## config.mk

```make
export PLATFORM = sky130hd
export DESIGN_NAME = param_updown_counter
export DESIGN_NICKNAME = d
export VERILOG_FILES = /design/src/rtl/cnt_pkg.sv /design/src/rtl/cnt_prescaler.sv /design/src/rtl/param_updown_counter.sv
export SDC_FILE = /design/constraint.sdc
export NUM_CORES = 1
export LEC_CHECK = 0
export ABC_CLOCK_PERIOD_IN_PS = 2700
export CAP_MARGIN = 20
export CELL_PAD_IN_SITES_DETAIL_PLACEMENT = 1
export CELL_PAD_IN_SITES_GLOBAL_PLACEMENT = 2
export CORE_MARGIN = 2
export CORE_UTILIZATION = 27
export CTS_BUF_LIST = sky130_fd_sc_hd__clkbuf_16
export CTS_CLUSTER_SIZE = 25
export DETAILED_ROUTE_END_ITERATION = 7
export GPL_TIMING_DRIVEN = 0
export PLACE_DENSITY = 0.79
export SYNTH_ARGS = -nofsm -noshare
export SYNTH_HDL_FRONTEND = slang
export SYNTH_SLANG_ARGS = --single-unit
```

## constraint.sdc

```tcl
create_clock -name clk -period 2.7 [get_ports clk]
set_input_delay 0.27 -clock clk [delete_from_list [all_inputs] [get_ports clk]]
set_output_delay 0.27 -clock clk [all_outputs]
set_load 0.02 [all_outputs]
```

## src/rtl/cnt_pkg.sv

```systemverilog
// Shared FSM state and direction/mode encodings for the up/down counter.
package cnt_pkg;

  typedef enum logic {
    RUN  = 1'b0,
    DONE = 1'b1
  } cnt_state_t;

  localparam logic DIR_DOWN     = 1'b0;
  localparam logic DIR_UP       = 1'b1;
  localparam logic MODE_RELOAD  = 1'b0;
  localparam logic MODE_ONESHOT = 1'b1;

endpackage

```

## src/rtl/cnt_prescaler.sv

```systemverilog
// Enabled-cycle divider: step is combinational, high on every (prescale+1)th active cycle.
// clr restarts the period and wins over active.
module cnt_prescaler (
  input  logic       clk,
  input  logic       rst,
  input  logic       active,
  input  logic       clr,
  input  logic [7:0] prescale,
  output logic       step
);

  logic [7:0] cnt_q;
  logic [7:0] cnt_d;

  // >= keeps the period bounded if prescale is lowered below the running count
  assign step = active && (cnt_q >= prescale);

  always_comb begin
    cnt_d = cnt_q;
    if (clr || step) begin
      cnt_d = '0;
    end else if (active) begin
      cnt_d = cnt_q + 8'd1;
    end
  end

  always_ff @(posedge clk or negedge rst) begin
    if (!rst) begin
      cnt_q <= '0;
    end else begin
      cnt_q <= cnt_d;
    end
  end

endmodule

```

## src/rtl/param_updown_counter.sv

```systemverilog
// Up/down counter with auto-reload or one-shot terminal handling; count/tc registered, one cycle latency.
// Optional prescale input under COUNTER_PRESCALE_EN; load overrides en, DONE ignores en.
module param_updown_counter
  import cnt_pkg::*;
#(
  parameter int unsigned      WIDTH     = 8,
  parameter logic [WIDTH-1:0] RESET_VAL = {WIDTH{1'b1}}
) (
  input  logic             clk,
  input  logic             rst,
  input  logic             en,
  input  logic             load,
  input  logic [WIDTH-1:0] load_val,
  input  logic             dir,
  input  logic             mode,
  input  logic [WIDTH-1:0] limit,
`ifdef COUNTER_PRESCALE_EN
  input  logic [7:0]       prescale,
`endif
  output logic [WIDTH-1:0] count,
  output logic             tc,
  output logic             busy
);

  localparam logic [WIDTH-1:0] ONE = {{(WIDTH-1){1'b0}}, 1'b1};

  cnt_state_t       state_q, state_d;
  logic [WIDTH-1:0] count_q, count_d;
  logic             tc_q, tc_d;

  logic             active;
  logic             step;
  logic             at_term;
  logic             enter_done;
  logic [WIDTH-1:0] term_val;
  logic [WIDTH-1:0] reload_val;

  assign active     = en && (state_q == RUN) && !load;
  assign term_val   = (dir == DIR_UP) ? limit : '0;
  assign reload_val = (dir == DIR_DOWN) ? limit : '0;
  assign at_term    = (count_q == term_val);
  assign enter_done = step && at_term && (mode == MODE_ONESHOT);

`ifdef COUNTER_PRESCALE_EN
  cnt_prescaler u_prescaler (
    .clk      (clk),
    .rst      (rst),
    .active   (active),
    .clr      (load || enter_done),
    .prescale (prescale),
    .step     (step)
  );
`else
  assign step = active;
`endif

  always_comb begin
    count_d = count_q;
    tc_d    = 1'b0;
    state_d = state_q;
    if (load) begin
      count_d = load_val;
      state_d = RUN;
    end else if (step) begin
      tc_d = at_term;
      if (!at_term) begin
        count_d = (dir == DIR_UP) ? count_q + ONE : count_q - ONE;
      end else if (mode == MODE_RELOAD) begin
        count_d = reload_val;
      end
      if (enter_done) begin
        state_d = DONE;
      end
    end
  end

  always_ff @(posedge clk or negedge rst) begin
    if (!rst) begin
      state_q <= RUN;
      count_q <= RESET_VAL;
      tc_q    <= 1'b0;
    end else begin
      state_q <= state_d;
      count_q <= count_d;
      tc_q    <= tc_d;
    end
  end

  assign count = count_q;
  assign tc    = tc_q;
  assign busy  = (state_q == RUN);

endmodule

```

==> flow_summary_export.csv <==
group,metric,value,unit
run_status,status,"complete, no violations",
timing,fmax,0.432,GHz
timing,setup_viol,0,
clocking,clkTransAtPathRegs,40,ps
place,dp_hpwl,2890,um
synthesis,syn_area_per_cell,8.62,um^2
timing,tightest_slew,512,ps
floorplanning,dieWidth,67.4,um
detailed_routing,vias,1168,
detailed_routing,wirelength,3720,um
power_and_ir_drop,swShare,37.1,%
run,maxCapViolCount,0,
synthesis,ys_warn_count,0,
detailed_routing,drtPass1Iterations,4,
place,place_area,1450,um^2
layout,final_area,1580,um^2
synthesis,synthFlopType,"dfstp_2",
timing,period_needed,2310,ps
global_route,grt_pass1_vias,1237,
detailed_routing,wl_met2,1940,um
place,place.port_buffers,30,
setup_path,path_max_fanout,10,
detailed_routing,wl_met3,88,um
floorplanning,ios,32,
power_and_ir_drop,pwr-share-comb,48.4,%
floorplanning,die_h,67.4,um
setup_path,crit_required,2870,ps
layout,final_cell_count_no_fill,214,
timing,rsz0062_at_grt,"no",
synthesis,synth_top_family_by_area,"compound AO/OA/AOI/OAI gates",
power_and_ir_drop,internal_power,0.000635,W
detailed_routing,drt_iter0_markers,38,
detailed_routing,met1_length,1650,um
timing,slew_violations,0,
power_and_ir_drop,power_frac_seq,25.2,%
synthesis,synthesis.nets,155,
clocking,holdBufCountCts,0,
global_route,grt_overflow_total,0,
place,place_ws,-92.9,ps
timing,hold_viol_final,0,
layout,fin_nets,194,
clocking,htreeDepth,1,
layout,fin_util,40.1,%
power_and_ir_drop,power.density,638,nW/um^2
power_and_ir_drop,power.leakage,0.631,nW
global_route,track_usage,18.4,%
clocking,clock_path_buffers,2,
layout,area_growth,45.7,%
floorplanning,die-area,4550,um^2
synthesis,synth-async-reset-ratio,100,%
clocking,cts_buffers,3,
floorplanning,fp-row-count,23,
synthesis,synth_edf_count,0,
global_route,grt_pass1_wl,6180,um
synthesis,netlist_instances,126,
timing,worst_slew_margin_rel,65.9,%
synthesis,synth-simple-area-share,18.5,%
hold_path,hp-class,"in -> async",
setup_path,cp-start-kind,"flip-flop",
setup_path,crit_arrival,2480,ps
detailed_routing,ant_nets,0,
synthesis,synth_compound_area_share,33.3,%
power_and_ir_drop,switchingPower,0.000375,W
synthesis,synthAdderAreaFrac,8.76,%
global_route,antenna_found_initial,0,
synthesis,synth_cell_types,46,
timing,fin_worst_skew,2.71,ps
clocking,root_buffer,"clkbuf_16",
floorplanning,initial_core_util,27.5,%
detailed_routing,wire_per_inst,17.4,um
detailed_routing,vias_per_cell,5.46,
synthesis,synthXorXnorAreaFrac,6.45,%
power_and_ir_drop,clockPowerShare,26.4,%
clocking,tritoncts,"yes",
place,place_congestion,0.750,
setup_path,critPathCaptureType,"flip-flop",
timing,period_share,85.6,%
power_and_ir_drop,ir_drop,386,uV
synthesis,synth_seq_cells,10,
power_and_ir_drop,p_total,0.00101,W
floorplanning,core_area,3940,um^2
timing,fin_ws,388,ps
layout,layout-drive-gt1-share,18.3,%
global_route,grt_max_degree,13,
setup_path,critical_path_class,"reg -> reg",
layout,insertedDiodeCount,0,
synthesis,netlist_area,1090,um^2
detailed_routing,topRoutingLayerUsed,"met4",
detailed_routing,drc,0,
synthesis,yosysSeqAreaShare,24.0,%
place,placed_cells,206,
clocking,cts.sinks,10,
clocking,clk_latency,240,ps
synthesis,synthMuxAreaShare,3.92,%
critical path: stages (launching register included):
cell and delay [ps]:
dfstp_2 550, clkbuf_1 290, xor2_1 200, o2bb2ai_1 120
o211ai_2 240, buf_2 310, mux2_1 370, a21oi_1 160
repair_timing:
action	in CTS	in global routing
gates resized for setup	0	6
endpoints found under the hold margin	0	0
setup endpoints to repair	0	3
setup buffers	0	4
power groups by stage:
| stage | logic [W] | clock network [W] | registers, W |
|---|---|---|---|
| 2_1_floorplan | 0.000273 | 0 | 0.000270 |
| 3_3_place_gp | 0.000455 | 0 | 0.000255 |
| 3_5_place_dp | 0.000469 | 0 | 0.000256 |
| 4_1_cts | 0.000473 | 0.000269 | 0.000255 |
| 5_1_grt | 0.000537 | 0.000279 | 0.000260 |
| 6_report | 0.000488 | 0.000267 | 0.000254 |
cell families after synthesis:
kind of cell | after synthesis
adder cells (fa/ha/maj) | 7
XOR/XNOR | 8
flip-flops | 10
buffers and inverters | 12
AND/OR/NAND/NOR | 38
AO/OA/AOI/OAI | 47
multiplexers | 4
state kept, by name (all words and copies together) (netlist names):
signal and count:
count 8, state_q 1, tc 1
path summary, 6_finish.rpt:
| kind | start | to | slack, ps | depth (start not counted) |
|---|---|---|---|---|
| max | count[0] | count[4] | 390 | 7 |
| min in group clk | load | state_q | 470 | 2 |
| min | rst | state_q | 370 | 1 |
| max in group asynchronous | rst | count[3] | 1980 | 1 |
| max reg2reg | count[0] | count[4] | 390 | 7 |
| min reg2reg | count[3] | count[3] | 510 | 2 |
metal layers:
layer / global-route usage [%] / up-vias
met2: 32.3 / 19
met1: 23.7 / 596
met3: 1.33 / 5
li1: - / 548
met4: 6.12 / 0
met5: 0 / -
synth_stat cells (all sizes together), types with 3 or more instances:
master	instances	share of area, %
nor2	9	3.1
nand3	4	1.8
nand2b	4	2.3
o21ai	8	3.7
o22ai	5	2.9
xnor2	6	4.8
buf	3	2.0
nand2	6	2.1
dfstp	8	19
nor3	3	1.4
nor2b	7	4.0
inv	6	2.1
a21oi	11	5.1
ha	6	6.9
cells in the final DEF, fill, tap and decap left out, drive strengths merged, types with 2 or more instances in the layout:
cell / count
buf: 7
xnor2: 6
clkdlybuf4s50: 29
a31oi: 2
a221oi: 2
clkbuf: 5
o22ai: 5
inv: 6
nand3: 4
dfstp: 8
a41oi: 2
o21ai: 8
dfrtp: 2
nor2b: 7
nor3: 3
a21o: 2
ha: 6
o211ai: 2
a21oi: 11
mux2: 2
o21bai: 2
nand2b: 4
mux2i: 2
nor2: 9
o211a: 2
xor2: 2
nand2: 6
layout make-up:
type / instances / area [um^2]
Fill cell: 468 / 2360
Clock buffer: 3 / 75.1
Clock inverter: 1 / 3.75
Tap cell: 50 / 62.6
Sequential cell: 10 / 260
Multi-Input combinational cell: 104 / 790
Buffer: 5 / 28.8
Timing Repair Buffer: 34 / 333
Inverter: 7 / 30.0
through the flow:
step / setup TNS, ps / hold slack [ps]
2_1_floorplan: 0 / -25.6
3_3_place_gp: -197 / 501
3_5_place_dp: -205 / 514
4_1_cts: 0 / 380
5_1_grt: 0 / 387
6_report: 0 / 366
No activity file was read; power rests on OpenSTA's default activity.
==> RTL change 1 (same flow settings) <==
Reset style: synchronous (`rst`), changed in one clocked block.
--- a/src/rtl/param_updown_counter.sv
+++ b/src/rtl/param_updown_counter.sv
@@ -76,3 +76,3 @@
 
-  always_ff @(posedge clk or negedge rst) begin
+  always_ff @(posedge clk) begin
     if (!rst) begin
Function: differs if rst is asserted again (counterexample within 4 cycles, from zero or initial values and one cycle with rst low); with rst held inactive, the same outputs for 10 cycles.
==> RTL change 1 against the original RTL <==
Worst setup slack got worse by 220 ps; utilization fell by 0.25 points; total power decreased by 26%; critical path depth is 4 higher; sequential cell count did not move; final cell count grew 0.93%; cell area decreased by 0.63%; area after synthesis is 0.58% higher; critical path type is now primary input to flip-flop; fmax is 8.7% lower; sequential share of layout area fell by 3.7 points; highest routed layer unchanged; routed wire length rose by 0.30%; global-route usage shrank 1.1 points; clock skew fell by 1.9 ps; largest cell class unchanged.
==> RTL change 1: results (changes against the original RTL) <==
{
  "hold_slack": {"value": 559, "unit": "ps", "change": "+193 ps"},
  "dp.cells": {"value": 210, "change": "+1.9%"},
  "gp_routability_congestion": {"value": 0.818, "change": "+9.1%"},
  "outcome": {"value": "finished, final reports clean"},
  "wl": {"value": 3730, "unit": "um", "change": "+0.30%"},
  "via_per_instance_ratio": {"value": 5.32, "change": "-2.5%"},
  "route.met3.wl": {"value": 117, "unit": "um", "change": "+33%"},
  "synth_top_cells_by_count": {"value": "a21oi_1 (13), nor2_1 (11), dfxtp_1 (10), nand2_1 (10), inv_1 (7)"},
  "met2_wirelength": {"value": 1890, "unit": "um", "change": "-2.2%"},
  "placement.cell_area": {"value": 1470, "unit": "sq um", "change": "+1.1%"},
  "drt-wirelength-per-cell": {"value": 17.3, "unit": "um", "change": "-0.63%"},
  "pwr.group.sequential": {"value": 186, "unit": "uW", "change": "-27%"},
  "n_multi_input_combinational_cell": {"value": 109, "change": "+4.8%"},
  "met3_usage": {"value": 0.0167, "change": "+0.00333"},
  "detailedPlacementHpwl": {"value": 2900, "unit": "um", "change": "+0.38%"},
  "rr_startpoint": {"value": "count[6]"},
  "r2r_end": {"value": "count[4]"},
  "globalRouteMet1Util": {"value": 0.222, "change": "-0.0154"},
  "ys_types": {"value": 42, "change": "-8.7%"},
  "reg2reg_setup_slack": {"value": 620, "unit": "ps", "change": "+230 ps"},
  "multi_input_logic_portion_of_the_cell_area": {"value": 0.533, "change": "+0.0342"},
  "power_frac_seq": {"value": 0.249, "change": "-0.003"},
  "maximum_number_of_pins_on_one_net_before_global_route_repair": {"value": 11, "change": "-2"},
  "synth_top_flop_cell": {"value": "dfxtp_1"},
  "sh_seq_area": {"value": 0.127, "change": "-0.0371"},
  "synth_fp_nets": {"value": 158, "change": "+1.9%"}
}
==> RTL change 1: cell types whose count changed after synthesis, moves of 3 or more <==
cell,change
and2_1,+3
and2b_2,+4
dfstp_2,-8
dfxtp_1,+10
nand2_1,+4
nand2b_1,-4
nor2b_1,-6
o21ai_0,-6
o22ai_1,-4
o31ai_1,+5
==> RTL change 1: how the worst max path moves through the flow <==
stage | slack [ps] | start | cells past startpoint | endpoint
after floorplan | 720 | dir | 9 | count[6]
after global placement | -170 | dir | 10 | count[6]
after detailed placement | -190 | dir | 10 | count[6]
after CTS | 40 | dir | 10 | count[6]
after global routing | -4 | dir | 11 | count[6]
final | 170 | dir | 11 | count[5]
==> RTL change 1: kinds of logic (layout without fill, tap and decap cells) <==
family / Yosys count / count (layout)
simple gates: 45 / 45
compound gates: 48 / 48
buf+inv: 10 / 47
flops: 10 / 10
mux: 1 / 1
xor+xnor: 8 / 8
fa+ha+maj: 7 / 7
==> RTL change 2 (same flow settings) <==
Without the edit above. The parameter `WIDTH` goes from 8 to 6.
--- a/src/rtl/param_updown_counter.sv
+++ b/src/rtl/param_updown_counter.sv
@@ -5,3 +5,3 @@
 #(
-  parameter int unsigned      WIDTH     = 8,
+  parameter int unsigned      WIDTH     = 6,
   parameter logic [WIDTH-1:0] RESET_VAL = {WIDTH{1'b1}}
Ports: changed (resized count, limit and load_val); port bits go from 32 to 26. No check against the original RTL was run, so the function may have changed too.
==> RTL change 2 against the original RTL <==
Clock power down 7.5%; routed wire length down 32%; global-route usage fell by 2.4 points; final cell count shrank 28%; area after synthesis fell by 22%; worst hold slack got worse by 38 ps; worst setup slack worse by 18 ps; cell area is 25% lower; sequential cell count is 2 lower; sequential power down 17%; register-to-register slack better by 230 ps; total power decreased by 15%; critical path type is now primary input to flip-flop; largest cell class unchanged.
==> RTL change 2: results (changes against the original RTL) <==
{
  "outcome": {"value": "finished, final reports clean"},
  "dp_worst_setup_slack": {"value": 134, "unit": "ps", "change": "+227 ps"},
  "fin_worst_skew": {"value": 2.31, "unit": "ps", "change": "-0.399 ps"},
  "sw_ratio": {"value": 0.357, "change": "-0.0142"},
  "wl": {"value": 2540, "unit": "um", "change": "-32%"},
  "grt.total_usage": {"value": 0.159, "change": "-0.0245"},
  "worstSetupStartpoint": {"value": "dir"},
  "final.min_clock_period": {"value": 2330, "unit": "ps", "change": "+17.5 ps"},
  "wire_length_of_the_first_global_routing_pass": {"value": 4290, "unit": "um", "change": "-31%"},
  "synth_fp_nets": {"value": 119, "change": "-23%"},
  "dr.first_iter.drc_count": {"value": 23, "change": "-39%"},
  "detailedPlacementHpwl": {"value": 1940, "unit": "um", "change": "-33%"},
  "worstSkewPairLatency": {"value": 230, "unit": "ps"},
  "instance_count_of_the_mapped_netlist": {"value": 96, "change": "-24%"},
  "rr_startpoint": {"value": "count[2]"},
  "setup_total_negative_slack": {"value": 0, "unit": "ps", "change": "unchanged"},
  "ys_types": {"value": 41, "change": "-11%"},
  "async_reset_ff_frac": {"value": 1.00, "change": "unchanged"},
  "slew-limit-headroom": {"value": 0.689, "change": "+0.0301"},
  "critPathMaxStageDelay": {"value": 510, "unit": "ps", "change": "-40 ps"},
  "clock_tree.buffer_depth": {"value": 2, "change": "unchanged"},
  "fillerInstances": {"value": 365, "change": "-22%"},
  "via_per_instance_ratio": {"value": 5.58, "change": "+2.2%"},
  "dp.cells": {"value": 152, "change": "-26%"},
  "maximum_number_of_pins_on_one_net_before_global_route_repair": {"value": 14, "change": "+1"},
  "r2r_end": {"value": "count[5]"},
  "number_of_endpoints_failing_setup_at_the_final_stage": {"value": 0, "change": "unchanged"},
  "largest_register_ff_count": {"value": 6, "change": "-2"},
  "gp_routability_congestion": {"value": 0.706, "change": "-5.8%"},
  "antennaDiodeCount": {"value": 0, "change": "unchanged"},
  "critical_path_peak_fanout": {"value": 13, "change": "+3"},
  "ir_drop": {"value": 0.263, "unit": "mV", "change": "-32%"},
  "drt-wirelength-per-cell": {"value": 16.4, "unit": "um", "change": "-5.9%"},
  "synthTopCellsByArea": {"value": "dfstp_2 (19%), dfrtp_1 (5.9%), ha_1 (5.9%)"},
  "numPortBuffers": {"value": 23, "change": "-23%"},
  "synth_top_cells_by_count": {"value": "a21oi_1 (8), nand2_1 (7), dfstp_2 (6)"},
  "static-leakage-power": {"value": 0.000459, "unit": "uW", "change": "-27%"},
  "htreeDepth": {"value": 1, "change": "unchanged"},
  "crit_slowest_cell": {"value": "ha_1"},
  "grt_pass1_vias": {"value": 963, "change": "-22%"},
  "reg2reg_setup_slack": {"value": 620, "unit": "ps", "change": "+230 ps"},
  "layout-drive-gt1-share": {"value": 0.131, "change": "-0.0518"},
  "synth-seq-area-share": {"value": 0.246, "change": "+0.00666"},
  "numCtsBuffers": {"value": 3, "change": "unchanged"}
}
## RTL change 2: worst max-delay path by stage
stage | endpoint | cells after the start
after floorplan | count[5] | 9
after CTS | count[5] | 9
after detailed placement | count[5] | 9
after global routing | count[5] | 9
final | count[5] | 9
after global placement | count[5] | 9
## RTL change 2: cells by family (layout without fill, tap and decap cells)
logic type / count (synthesis) / count (layout) / synth area share
AOI/OAI and AO/OA: 43 / 43 / 0.380
xor gates and xnor gates: 6 / 6 / 0.0623
adders and majority gates: 5 / 5 / 0.0831
buffers and inverters: 8 / 34 / 0.0490
DFF: 8 / 8 / 0.246
and+or+nand+nor: 26 / 26 / 0.180
## RTL change 2: final cells by class
cell class,count,share of cell area
buffer,3,0.0189
clock buffer,3,0.0631
sequential,8,0.175
inverter,5,0.0158
tap,33,0.0347
timing repair buffer,23,0.193
multi-input combinational,80,0.499
## RTL change 2: stage by stage
step / cell area, sq um / hold WS, ps / total power (uW)
final: 1190 / 328 / 856
after global routing: 1190 / 354 / 918
after CTS: 1190 / 341 / 868
after detailed placement: 1110 / 512 / 616
after global placement: 1110 / 501 / 606
after floorplan: 843 / -25.6 / 472
## RTL change 2: power groups by stage
stage               Sequential (uW)  Combinational (uW)  Clock [uW]
floorplan                       228                 243           0
global placement                214                 392           0
detailed placement              217                 399           0
CTS                             215                 400         253
global route                    220                 440         258
finish                          211                 398         247
## RTL change 2: per-layer routing
metal,part of all wire,up-vias,wire [um],global-route usage
met2,0.48,19,1220,0.278
met4,0.0099,0,25,0.0476
li1,-,433,-,-
met1,0.47,411,1200,0.195
met5,0,-,0,0
met3,0.039,2,100,0.0325
## RTL change 2: critical path: cells and delay by family
family | cells | cell delay (ps)
AO/OA/AOI/OAI | 5 | 700
adder cells (fa/ha/maj) | 1 | 510
AND/OR/NAND/NOR | 1 | 490
buffers and inverters | 2 | 510
